--- config.mk ---
export PLATFORM = sky130hd
export DESIGN_NAME = redmule_mx_exp_writer
export DESIGN_NICKNAME = d
export VERILOG_FILES = /design/src/rtl/redmule_pkg.sv /design/src/rtl/redmule_mx_exp_packer.sv /design/src/rtl/redmule_mx_exp_writer.sv
export SDC_FILE = /design/constraint.sdc
export NUM_CORES = 1
export LEC_CHECK = 0
export BUFFER_PORTS_ARGS = -buffer_cell sky130_fd_sc_hd__buf_2
export CAP_MARGIN = 20
export CELL_PAD_IN_SITES_DETAIL_PLACEMENT = 1
export CELL_PAD_IN_SITES_GLOBAL_PLACEMENT = 1
export CORE_MARGIN = 2
export CORE_UTILIZATION = 40
export DETAILED_ROUTE_END_ITERATION = 10
export GPL_TIMING_DRIVEN = 0
export PLACE_DENSITY = 0.9
export REMOVE_ABC_BUFFERS = 1
export SYNTH_ARGS = -nofsm -noshare
export SYNTH_HDL_FRONTEND = slang
export SYNTH_SLANG_ARGS = --single-unit
--- constraint.sdc ---
create_clock -name clk_i -period 5.56 [get_ports clk_i]
set_input_delay 1.112 -clock clk_i [delete_from_list [all_inputs] [get_ports clk_i]]
set_output_delay 1.112 -clock clk_i [all_outputs]
set_load 0.02 [all_outputs]
--- src/rtl/redmule_pkg.sv ---
// redmule_pkg: constants and types shared by the RedMulE MX exponent writer.
package redmule_pkg;
   localparam int unsigned MX_EXP_W    = 8;
   localparam int unsigned MX_EXP_PACK = 32 / MX_EXP_W;

   typedef enum logic [1:0] {IDLE, COLLECT, WRITE, DONE} mx_exp_wr_state_e;

   typedef struct packed {
      logic [31:0] base_addr;
      logic [15:0] num_exp;
   } mx_exp_wr_cfg_t;
endpackage

--- src/rtl/redmule_mx_exp_packer.sv ---
// redmule_mx_exp_packer: gathers exponents into little-endian byte lanes of one 32-bit word.
module redmule_mx_exp_packer
   import redmule_pkg::*;
(
   input  logic                   clk_i,
   input  logic                   rst_ni,
   input  logic                   clear,
   input  logic                   load,
   input  logic [MX_EXP_W-1:0]    data,
   output logic [31:0]            word,
   output logic [MX_EXP_PACK-1:0] be,
   output logic [1:0]             lane
);
   always_ff @(posedge clk_i or negedge rst_ni) begin
      if (!rst_ni) begin
         word <= '0;
         be   <= '0;
         lane <= '0;
      end else if (clear) begin
         word <= '0;
         be   <= '0;
         lane <= '0;
      end else if (load) begin
         word[{lane, 3'b000} +: MX_EXP_W] <= data;
         be[lane]                         <= 1'b1;
         lane                             <= lane + 2'd1;
      end
   end
endmodule

--- src/rtl/redmule_mx_exp_writer.sv ---
// redmule_mx_exp_writer: drains the MX shared-exponent stream and writes it,
// four exponents per word, to TCDM starting at a configured base address.
module redmule_mx_exp_writer
   import redmule_pkg::*;
#(
   parameter int unsigned ADDR_W = 32,
   parameter int unsigned CNT_W  = 16,
   parameter int unsigned EXP_W  = MX_EXP_W
) (
   input  logic              clk_i,
   input  logic              rst_ni,
   input  logic              clear_i,
   input  logic              start_i,
   input  logic [ADDR_W-1:0] base_addr_i,
   input  logic [CNT_W-1:0]  num_exp_i,
   input  logic              exp_valid_i,
   input  logic [31:0]       exp_data_i,
   output logic              exp_ready_o,
   output logic              tcdm_req_o,
   input  logic              tcdm_gnt_i,
   output logic [ADDR_W-1:0] tcdm_add_o,
   output logic              tcdm_wen_o,
   output logic [3:0]        tcdm_be_o,
   output logic [31:0]       tcdm_data_o,
   output logic              busy_o,
   output logic              done_o
);
   mx_exp_wr_state_e  state_q, state_d;
   logic [ADDR_W-1:0] addr_q;
   logic [CNT_W-1:0]  rem_q;
   logic [1:0]        lane;
   logic              hs, launch, pk_clear, unused_bits;

   assign exp_ready_o = state_q == COLLECT;
   assign tcdm_req_o  = state_q == WRITE;
   assign busy_o      = state_q != IDLE;
   assign done_o      = state_q == DONE;
   assign tcdm_wen_o  = 1'b0;
   assign tcdm_add_o  = addr_q;
   assign hs          = exp_ready_o & exp_valid_i;
   assign launch      = (state_q == IDLE) & start_i;
   assign pk_clear    = clear_i | launch | (tcdm_req_o & tcdm_gnt_i);
   assign unused_bits = ^{exp_data_i[31:EXP_W], base_addr_i[1:0]};

   redmule_mx_exp_packer i_packer (
      .clk_i  (clk_i),
      .rst_ni (rst_ni),
      .clear  (pk_clear),
      .load   (hs),
      .data   (exp_data_i[EXP_W-1:0]),
      .word   (tcdm_data_o),
      .be     (tcdm_be_o),
      .lane   (lane)
   );

   always_ff @(posedge clk_i or negedge rst_ni) begin
      if (!rst_ni) begin
         state_q <= IDLE;
         addr_q  <= '0;
         rem_q   <= '0;
      end else begin
         state_q <= state_d;
         if (!clear_i) begin
            if (launch) begin
               addr_q <= {base_addr_i[ADDR_W-1:2], 2'b00};
               rem_q  <= num_exp_i;
            end else if (hs) begin
               rem_q  <= rem_q - CNT_W'(1);
            end else if (tcdm_req_o && tcdm_gnt_i) begin
               addr_q <= addr_q + ADDR_W'(4);
            end
         end
      end
   end

   // A word is flushed when its last lane fills or the job runs out of exponents
   always_comb begin
      state_d = state_q;
      case (state_q)
         IDLE:    if (start_i) state_d = (num_exp_i == '0) ? DONE : COLLECT;
         COLLECT: if (hs && (lane == 2'd3 || rem_q == CNT_W'(1))) state_d = WRITE;
         WRITE:   if (tcdm_gnt_i) state_d = (rem_q != '0) ? COLLECT : DONE;
         default: state_d = IDLE;
      endcase
      if (clear_i) state_d = IDLE;
   end
endmodule

==> impl_metrics.ini, run 1 <==
[route]
drt_pass1_iterations = 4
wl_per_cell_um = 19.8
wirelength_um = 15700
drt-initial-drc-count = 326
vias = 4783
vias_per_cell = 6.03
drcViolationCount = 0
ant_nets = 0

[setup_path]
reg2reg_from = state_q[0]
start_kind = primary input
crit_required_ns = 5.79
criticalPathCategory = in2reg
crit_start = start_i
path_max_fanout = 39
r2r_slack_ns = 2.94
endpoint = tcdm_add_o[22]
reg2regPathDepth = 5
cp_data_arrival_time_ns = 3.15
crit_path_end_kind = flip-flop
reg2reg_to = tcdm_add_o[22]

[global_route]
grt.overflow.total = 0
grt_pass1_wl_um = 25500
track_usage = 0.251
grt_max_degree = 65
antenna_found_initial = 0
grt_pass1_vias = 5046

[synth]
synth_top_area_share = 0.457
synth_edf_count = 0
synth.cell_area_mm2 = 0.00471
async_flop_share = 1.00
synth_cells = 529
synth.most_common_cell = dfrtp_1
synth_common_cells = 86 x dfrtp_1, 66 x a21oi_1, 55 x nor2_1, 45 x nand2_1, 35 x o21ai_0
synth-seq-cells = 86
yosys.cell_types.count = 59
synth-main-ff-cell = dfrtp_1
ys_warn_count = 0
synth_area_leaders = dfrtp_1 46%, a21oi_1 7.0%, nor2_1 4.4%, o21ai_0 3.7%, nand2_1 3.6%
yosysTopAreaCell = dfrtp_1
avgSynthCellArea_um2 = 8.91
ys_seq_area_frac = 0.457

[cts]
cts_buffer_depth = 2
cts_max_level = 3
clk_latency_ns = 0.34
cts_resized = 0
cts_hold_buf = 0
clock-sinks = 86
post_cts_buffers = 0
numCtsBuffers = 9
path_clk_slew_ns = 0.07
root_buffer = clkbuf_16
cts_tree = done

[job]
max-cap-violations = 0

[final_layout]
ff_latch_area_mm2 = 0.00215
multi_input_area_mm2 = 0.00241
syn_to_final_growth_pct = 23.2
drive_above_1_share = 0.266
instances_no_fill = 793
nFillCells = 1378
layout.nets = 739
antenna_cells = 0
final_util = 0.506

[timing]
min_period_over_period = 0.526
maxSlewViolCount = 0
rsz0062_at_grt = false
period_needed_ns = 2.92
tightest_slew_ns = 0.917
timing.slew.headroom = 0.388
skew_ns = 0.00534
setup_slack_ns = 2.64
fmaxAchievable_mhz = 342
finalSetupViolCount = 0
hold_violations = 0
fin_setup_tns_ns = 0
holdWs_ns = 0.503

[power_and_ir_drop]
ir_worst_vdd_v = 0.000181
p_leak_nw = 2.60
p_per_area_mw_per_mm2 = 380

[die]
start_util = 0.411
die_x_um = 113
fp.coreArea_mm2 = 0.0115
die_area_mm2 = 0.0127
fp-row-count = 39
fp.dieH_um = 113
num_io_pins = 159

[place]
portBuffers = 129
place_inst = 777
post-dp-hpwl_um = 11400
post-place-ws_ns = 2.34
place_congestion = 0.849

[hold_path]
hold_path_class = reg2reg

[run_status]
status = completed
[report_power, final]
| part | total, mW | switching (mW) | leakage (nW) | internal, mW |
|---|---|---|---|---|
| sequential | 0.934 | 0.188 | 1.08 | 0.747 |
| combinational | 0.681 | 0.439 | 1.38 | 0.242 |
| clock | 0.589 | 0.280 | 0.137 | 0.309 |
| total | 2.20 | 0.907 | 2.60 | 1.30 |
[registers in the layout (all words and copies together), names as in the netlist]
register       cells
rem_q             16
i_packer.be        4
i_packer.word     32
i_packer.lane      2
state_q            2
tcdm_add_o        30
[critical path, stage by stage]
cell     delay (ns)
buf_2          0.13
or3b_2         0.69
nand3_1        0.24
nor4_1         0.56
a41oi_1        0.19
o22a_1         0.21
[layout by cell type, fill, tap and decap left out, types with 4 or more instances in the layout]
master       n
a21oi_1     66
a22o_1      16
a22oi_1     11
a2bb2oi_1    5
a31oi_1      4
and3_1      12
buf_2      129
buf_6        5
clkbuf_16    9
dfrtp_1     86
ha_1         8
inv_1        6
nand2_1     45
nand3_1     27
nand4_1     10
nor2_1      55
nor3_1      13
nor3_2       4
nor4_1      13
nor4_2       4
o21ai_0     35
o22ai_1      8
o32ai_1      5
or3_1        6
[layer usage]
metal  share of wire  GRT usage  vias up  wire length, um
met4           0.023     0.0967        0              365
met1            0.44      0.322     2389             6820
met5               0          0        -                0
met2            0.49      0.422      144             7670
met3           0.052     0.0491       30              810
li1                -          -     2220                -
[worst min path at each step]
stage	start	endpoint	slack [ns]	cells past startpoint
floorplan	rem_q[8]	rem_q[8]	0.51	2
global placement	i_packer.be[3]	i_packer.be[3]	0.48	2
detailed placement	i_packer.word[3]	i_packer.word[3]	0.49	1
CTS	i_packer.word[2]	i_packer.word[2]	0.51	1
global route	i_packer.word[3]	i_packer.word[3]	0.52	1
finish	i_packer.word[2]	i_packer.word[2]	0.50	1
[through the flow]
stage                     area [um^2]  power [mW]
after global routing             5800        2.35
after CTS                        5800        2.22
after floorplan                  4570        1.34
final                            5800        2.20
after detailed placement         5520        1.62
after global placement           5400        1.55
[layout make-up]
class	count	area share
multi-input cells	405	0.415
flip-flops and latches	86	0.371
repair buffers	137	0.130
clock buffers	9	0.0388
well taps	143	0.0308
clock inverters	7	0.00970
inverters	6	0.00388
[logic make-up (layout without fill, tap and decap cells)]
group,after synthesis,in the layout,synth area share
simple gates,217,217,0.247
xor+xnor,1,1,0.00186
mux,2,2,0.00425
compound gates,174,174,0.232
fa+ha+maj,8,8,0.0212
flops,86,86,0.457
buf+inv,40,159,0.0361
other cells,1,3,0.000796
Note: power is estimated with default switching activity, not from simulation.
==> inputs of run 2 (changes only) <==
CORE_UTILIZATION = 37   (was 40)
PLACE_DENSITY = 0.84   (was 0.9)
clock period = 3.04 ns   (was 5.56 ns; I/O delays follow)
==> impl_metrics.ini, run 2 (synthesis gave the netlist of run 1 again) <==
[timing]
fmaxAchievable_mhz = 368
skew_ns = 0.00681
tightest_slew_ns = 0.939
rsz0062_at_grt = false
maxSlewViolCount = 0
finalSetupViolCount = 0
hold_violations = 0
timing.slew.headroom = 0.374
period_needed_ns = 2.71
min_period_over_period = 0.893

[route]
wirelength_um = 15600
drcViolationCount = 0
ant_nets = 0
drt_pass1_iterations = 5
wl_per_cell_um = 19.0
drt-initial-drc-count = 414
vias_per_cell = 5.86
vias = 4822

[setup_path]
slowest_stage = or3b_2
criticalPathCategory = reg2reg
crit_buf_inv = 1
path_max_fanout = 45
start_kind = flip-flop
cp.depth = 6
cp_data_arrival_time_ns = 2.95
endpoint = tcdm_add_o[22]
r2r_slack_ns = 0.33
crit_path_end_kind = flip-flop
reg2regPathDepth = 6
crit_start = state_q[0]
crit_chain = or3b_2 -> buf_12 -> nand3_1 -> nor4_1 -> a41oi_1 -> o22a_1
path_delay_family = simple AND/OR/NAND/NOR gates
reg2reg_to = tcdm_add_o[22]
crit_required_ns = 3.27
reg2reg_from = state_q[0]
cp_slowest_stage_delay_ns = 0.65

[final_layout]
final_area_mm2 = 0.00584
mostFrequentLayoutCells = 129 x buf_2, 86 x dfrtp_1, 66 x a21oi_1
layout_commonest_cell = buf_2
regMostFlops = i_packer.word
multi_input_area_mm2 = 0.00241
largest_reg_flops = 32
ff_latch_area_mm2 = 0.00215
nFillCells = 1566
layout.nets = 739
instances_no_fill = 823
syn_to_final_growth_pct = 23.9
drive_above_1_share = 0.265

[global_route]
grt_pass1_vias = 4900
grt.overflow.total = 0
track_usage = 0.233
antenna_found_initial = 1
grt_pass1_wl_um = 24800
grt_max_degree = 70

[cts]
cts_tree = done
root_buffer = clkbuf_16
post_cts_buffers = 0
cts_max_level = 3
cts_hold_buf = 0
numCtsBuffers = 9
clk_latency_ns = 0.35
cts_resized = 0
clock-sinks = 86
cts_buffer_depth = 2
path_clk_slew_ns = 0.06

[power_and_ir_drop]
p_per_area_mw_per_mm2 = 687
p_leak_nw = 2.60
ir_worst_vdd_v = 0.000262

[job]
max-cap-violations = 0

[die]
fp.dieH_um = 117
num_io_pins = 159
die_x_um = 117
start_util = 0.376
fp-row-count = 41
die_area_mm2 = 0.0137
fp.coreArea_mm2 = 0.0125

[run_status]
status = completed

[place]
place_inst = 806
portBuffers = 129
place_congestion = 0.857
post-dp-hpwl_um = 11100
placed_cell_area_mm2 = 0.00556

[hold_path]
hold_path_class = in2async
## run 2: changes by cell type in the layout (fill, tap and decap cells not counted)
cell,change
buf_8,+1
clkbuf_1,+1
buf_6,-1
diode_2,+1
inv_6,-2
clkinvlp_4,+1
## run 2: report_power, final
group          internal, mW  total, mW  leakage, nW  switching [mW]
Combinational         0.443       1.25         1.38           0.807
Sequential             1.37       1.71         1.08           0.345
Clock                 0.559       1.05        0.129           0.491
## run 2: per-layer routing
metal	vias to the layer above	global-route usage	part of all wire
li1	2220	-	-
met1	2463	0.299	0.44
met2	126	0.396	0.50
met3	13	0.0330	0.049
met4	0	0.0965	0.014
met5	-	0	0
## run 2: cell type report
class                      instances  area share
antenna                            1    0.000429
timing repair buffer             137       0.130
clock inverter                     6     0.00793
tap                              172      0.0369
inverter                           6     0.00386
clock buffer                      10      0.0392
sequential                        86       0.369
multi-input combinational        405       0.413
## run 2: stage by stage
| stage | power [mW] | TNS, ns | hold WS (ns) | worst slack, ns | utilization |
|---|---|---|---|---|---|
| floorplan | 2.44 | -3.28 | 0.312 | -0.298 | - |
| global placement | 2.85 | -52.53 | 0.477 | -1.95 | 0.434 |
| detailed placement | 2.95 | 0 | 0.491 | 0.150 | 0.444 |
| CTS | 4.02 | 0 | 0.144 | 0.373 | 0.466 |
| global route | 4.24 | 0 | 0.157 | 0.0370 | 0.466 |
| finish | 4.01 | 0 | 0.138 | 0.326 | 0.466 |
## run 2: worst min-delay path by stage
stage | from | to | slack, ns | cells past startpoint
after floorplan | rst_ni | i_packer.be[0] | 0.31 | 0
after global placement | i_packer.be[3] | i_packer.be[3] | 0.48 | 2
after detailed placement | i_packer.word[0] | i_packer.word[0] | 0.49 | 1
after CTS | rst_ni | tcdm_add_o[8] | 0.14 | 1
after global routing | rst_ni | tcdm_add_o[3] | 0.16 | 1
final | rst_ni | tcdm_add_o[13] | 0.14 | 1
## run 2: worst reg2reg max path, delay by kind of cell, from the launching register on
kind | cells | cell delay (ns)
buffers and inverters | 1 | 0.30
flip-flops | 1 | 0.58
AO/OA/AOI/OAI | 2 | 0.40
AND/OR/NAND/NOR | 3 | 1.33
==> inputs of run 3 (changes only) <==
==> constraint.sdc (replaced) <==
create_clock -name clk_i -period 3.04 [get_ports clk_i]
set_input_delay 0.304 -clock clk_i [delete_from_list [all_inputs] [get_ports clk_i]]
set_output_delay 0.304 -clock clk_i [all_outputs]
set_load 0.02 [all_outputs]
==> impl_metrics.ini, run 3 (synthesis gave the netlist of run 1 again) <==
[setup_path]
reg2regPathDepth = 6
reg2reg_from = state_q[0]
r2r_slack_ns = 0.33
endpoint = tcdm_add_o[22]
crit_required_ns = 3.27
reg2reg_to = tcdm_add_o[22]
cp_data_arrival_time_ns = 2.94
start_kind = flip-flop
crit_start = state_q[0]
criticalPathCategory = reg2reg
path_max_fanout = 45
crit_path_end_kind = flip-flop

[timing]
rsz0062_at_grt = false
timing.slew.headroom = 0.384
skew_ns = 0.00671
period_needed_ns = 2.71
holdWs_ns = 0.187
tightest_slew_ns = 0.924
finalSetupViolCount = 0
maxSlewViolCount = 0
min_period_over_period = 0.891
hold_violations = 0
fmaxAchievable_mhz = 369

[die]
die_x_um = 117
fp-row-count = 41
fp.dieH_um = 117
die_area_mm2 = 0.0137
num_io_pins = 159
start_util = 0.376
fp.coreArea_mm2 = 0.0125

[final_layout]
final_area_mm2 = 0.00585
layout.nets = 740
regMostFlops = i_packer.word
mostFrequentLayoutCells = 129 x buf_2, 86 x dfrtp_1, 66 x a21oi_1
largest_reg_flops = 32
syn_to_final_growth_pct = 24.1
drive_above_1_share = 0.264
layout_commonest_cell = buf_2
instances_no_fill = 824

[place]
place_inst = 806
portBuffers = 129
placed_cell_area_mm2 = 0.00556
post-dp-hpwl_um = 11100
place_congestion = 0.857

[route]
wl_per_cell_um = 18.9
ant_nets = 0
drcViolationCount = 0
vias = 4806
vias_per_cell = 5.83
drt_pass1_iterations = 5
drt-initial-drc-count = 393
wirelength_um = 15600

[cts]
cts_resized = 0
numCtsBuffers = 9
clk_latency_ns = 0.35
root_buffer = clkbuf_16
cts_max_level = 3
cts_tree = done
cts_buffer_depth = 2
clock-sinks = 86
path_clk_slew_ns = 0.07

[job]
max-cap-violations = 0

[run_status]
status = completed

[global_route]
grt_max_degree = 70
track_usage = 0.233
grt_pass1_vias = 4907
grt.overflow.total = 0
grt_pass1_wl_um = 24900
antenna_found_initial = 1

[hold_path]
hold_path_class = in2reg

[power_and_ir_drop]
ir_worst_vdd_v = 0.000263
p_per_area_mw_per_mm2 = 687
p_leak_nw = 2.60
run 3: cell types whose count changed in the layout (fill, tap and decap cells not counted), sizes merged:
cell and delta:
dlygate4sd3 +1
run 3: layer usage:
| layer | vias up | wire (um) | track usage |
|---|---|---|---|
| li1 | 2220 | - | - |
| met2 | 134 | 7800 | 0.396 |
| met5 | - | 0 | 0 |
| met4 | 0 | 308 | 0.0965 |
| met1 | 2433 | 6730 | 0.299 |
| met3 | 19 | 766 | 0.0330 |
run 3: stage by stage:
stage / power, mW / setup TNS, ns / util / worst slack, ns
floorplan: 2.44 / -1.22 / - / -0.188
global placement: 2.85 / -41.75 / 0.434 / -1.73
detailed placement: 2.95 / 0 / 0.444 / 0.340
CTS: 4.02 / 0 / 0.467 / 0.373
global route: 4.24 / 0 / 0.467 / 0.0370
finish: 4.02 / 0 / 0.467 / 0.330
run 3: power breakdown:
| group | switching [mW] | internal (mW) | total, mW | leakage, nW |
|---|---|---|---|---|
| clock network | 0.493 | 0.559 | 1.05 | 0.129 |
| registers | 0.347 | 1.37 | 1.71 | 1.08 |
| logic | 0.807 | 0.444 | 1.25 | 1.39 |
run 3: area by class of cell:
| cell class | instances | area (um^2) |
|---|---|---|
| fillers | 1564 | 6670 |
| multi-input cells | 405 | 2410 |
| flip-flops and latches | 86 | 2150 |
| repair buffers | 138 | 771 |
| clock buffers | 10 | 229 |
| well taps | 172 | 215 |
| clock inverters | 6 | 46.3 |
| inverters | 6 | 22.5 |
| diodes | 1 | 2.50 |
run 3: worst min-delay path by stage:
stage                         start              to  slack [ns]  cells after the start
floorplan                    rst_ni  i_packer.be[0]       0.008                      0
global placement     i_packer.be[3]  i_packer.be[3]        0.48                      2
detailed placement           rst_ni  tcdm_add_o[13]        0.21                      1
CTS                 base_addr_i[26]  tcdm_add_o[26]        0.19                      2
global route        base_addr_i[26]  tcdm_add_o[26]        0.19                      2
finish              base_addr_i[26]  tcdm_add_o[26]        0.19                      2
run 3: critical path: stages, from the launching register on:
cell	delay (ns)
dfrtp_1	0.58
or3b_2	0.64
buf_12	0.29
nand3_1	0.17
nor4_1	0.49
a41oi_1	0.19
o22a_1	0.20
run 3: what timing repair did:
item	CTS	global route
hold buffers	1	0
endpoints found under the hold margin	17	0
buffers inserted	0	0
setup endpoints to repair	0	0
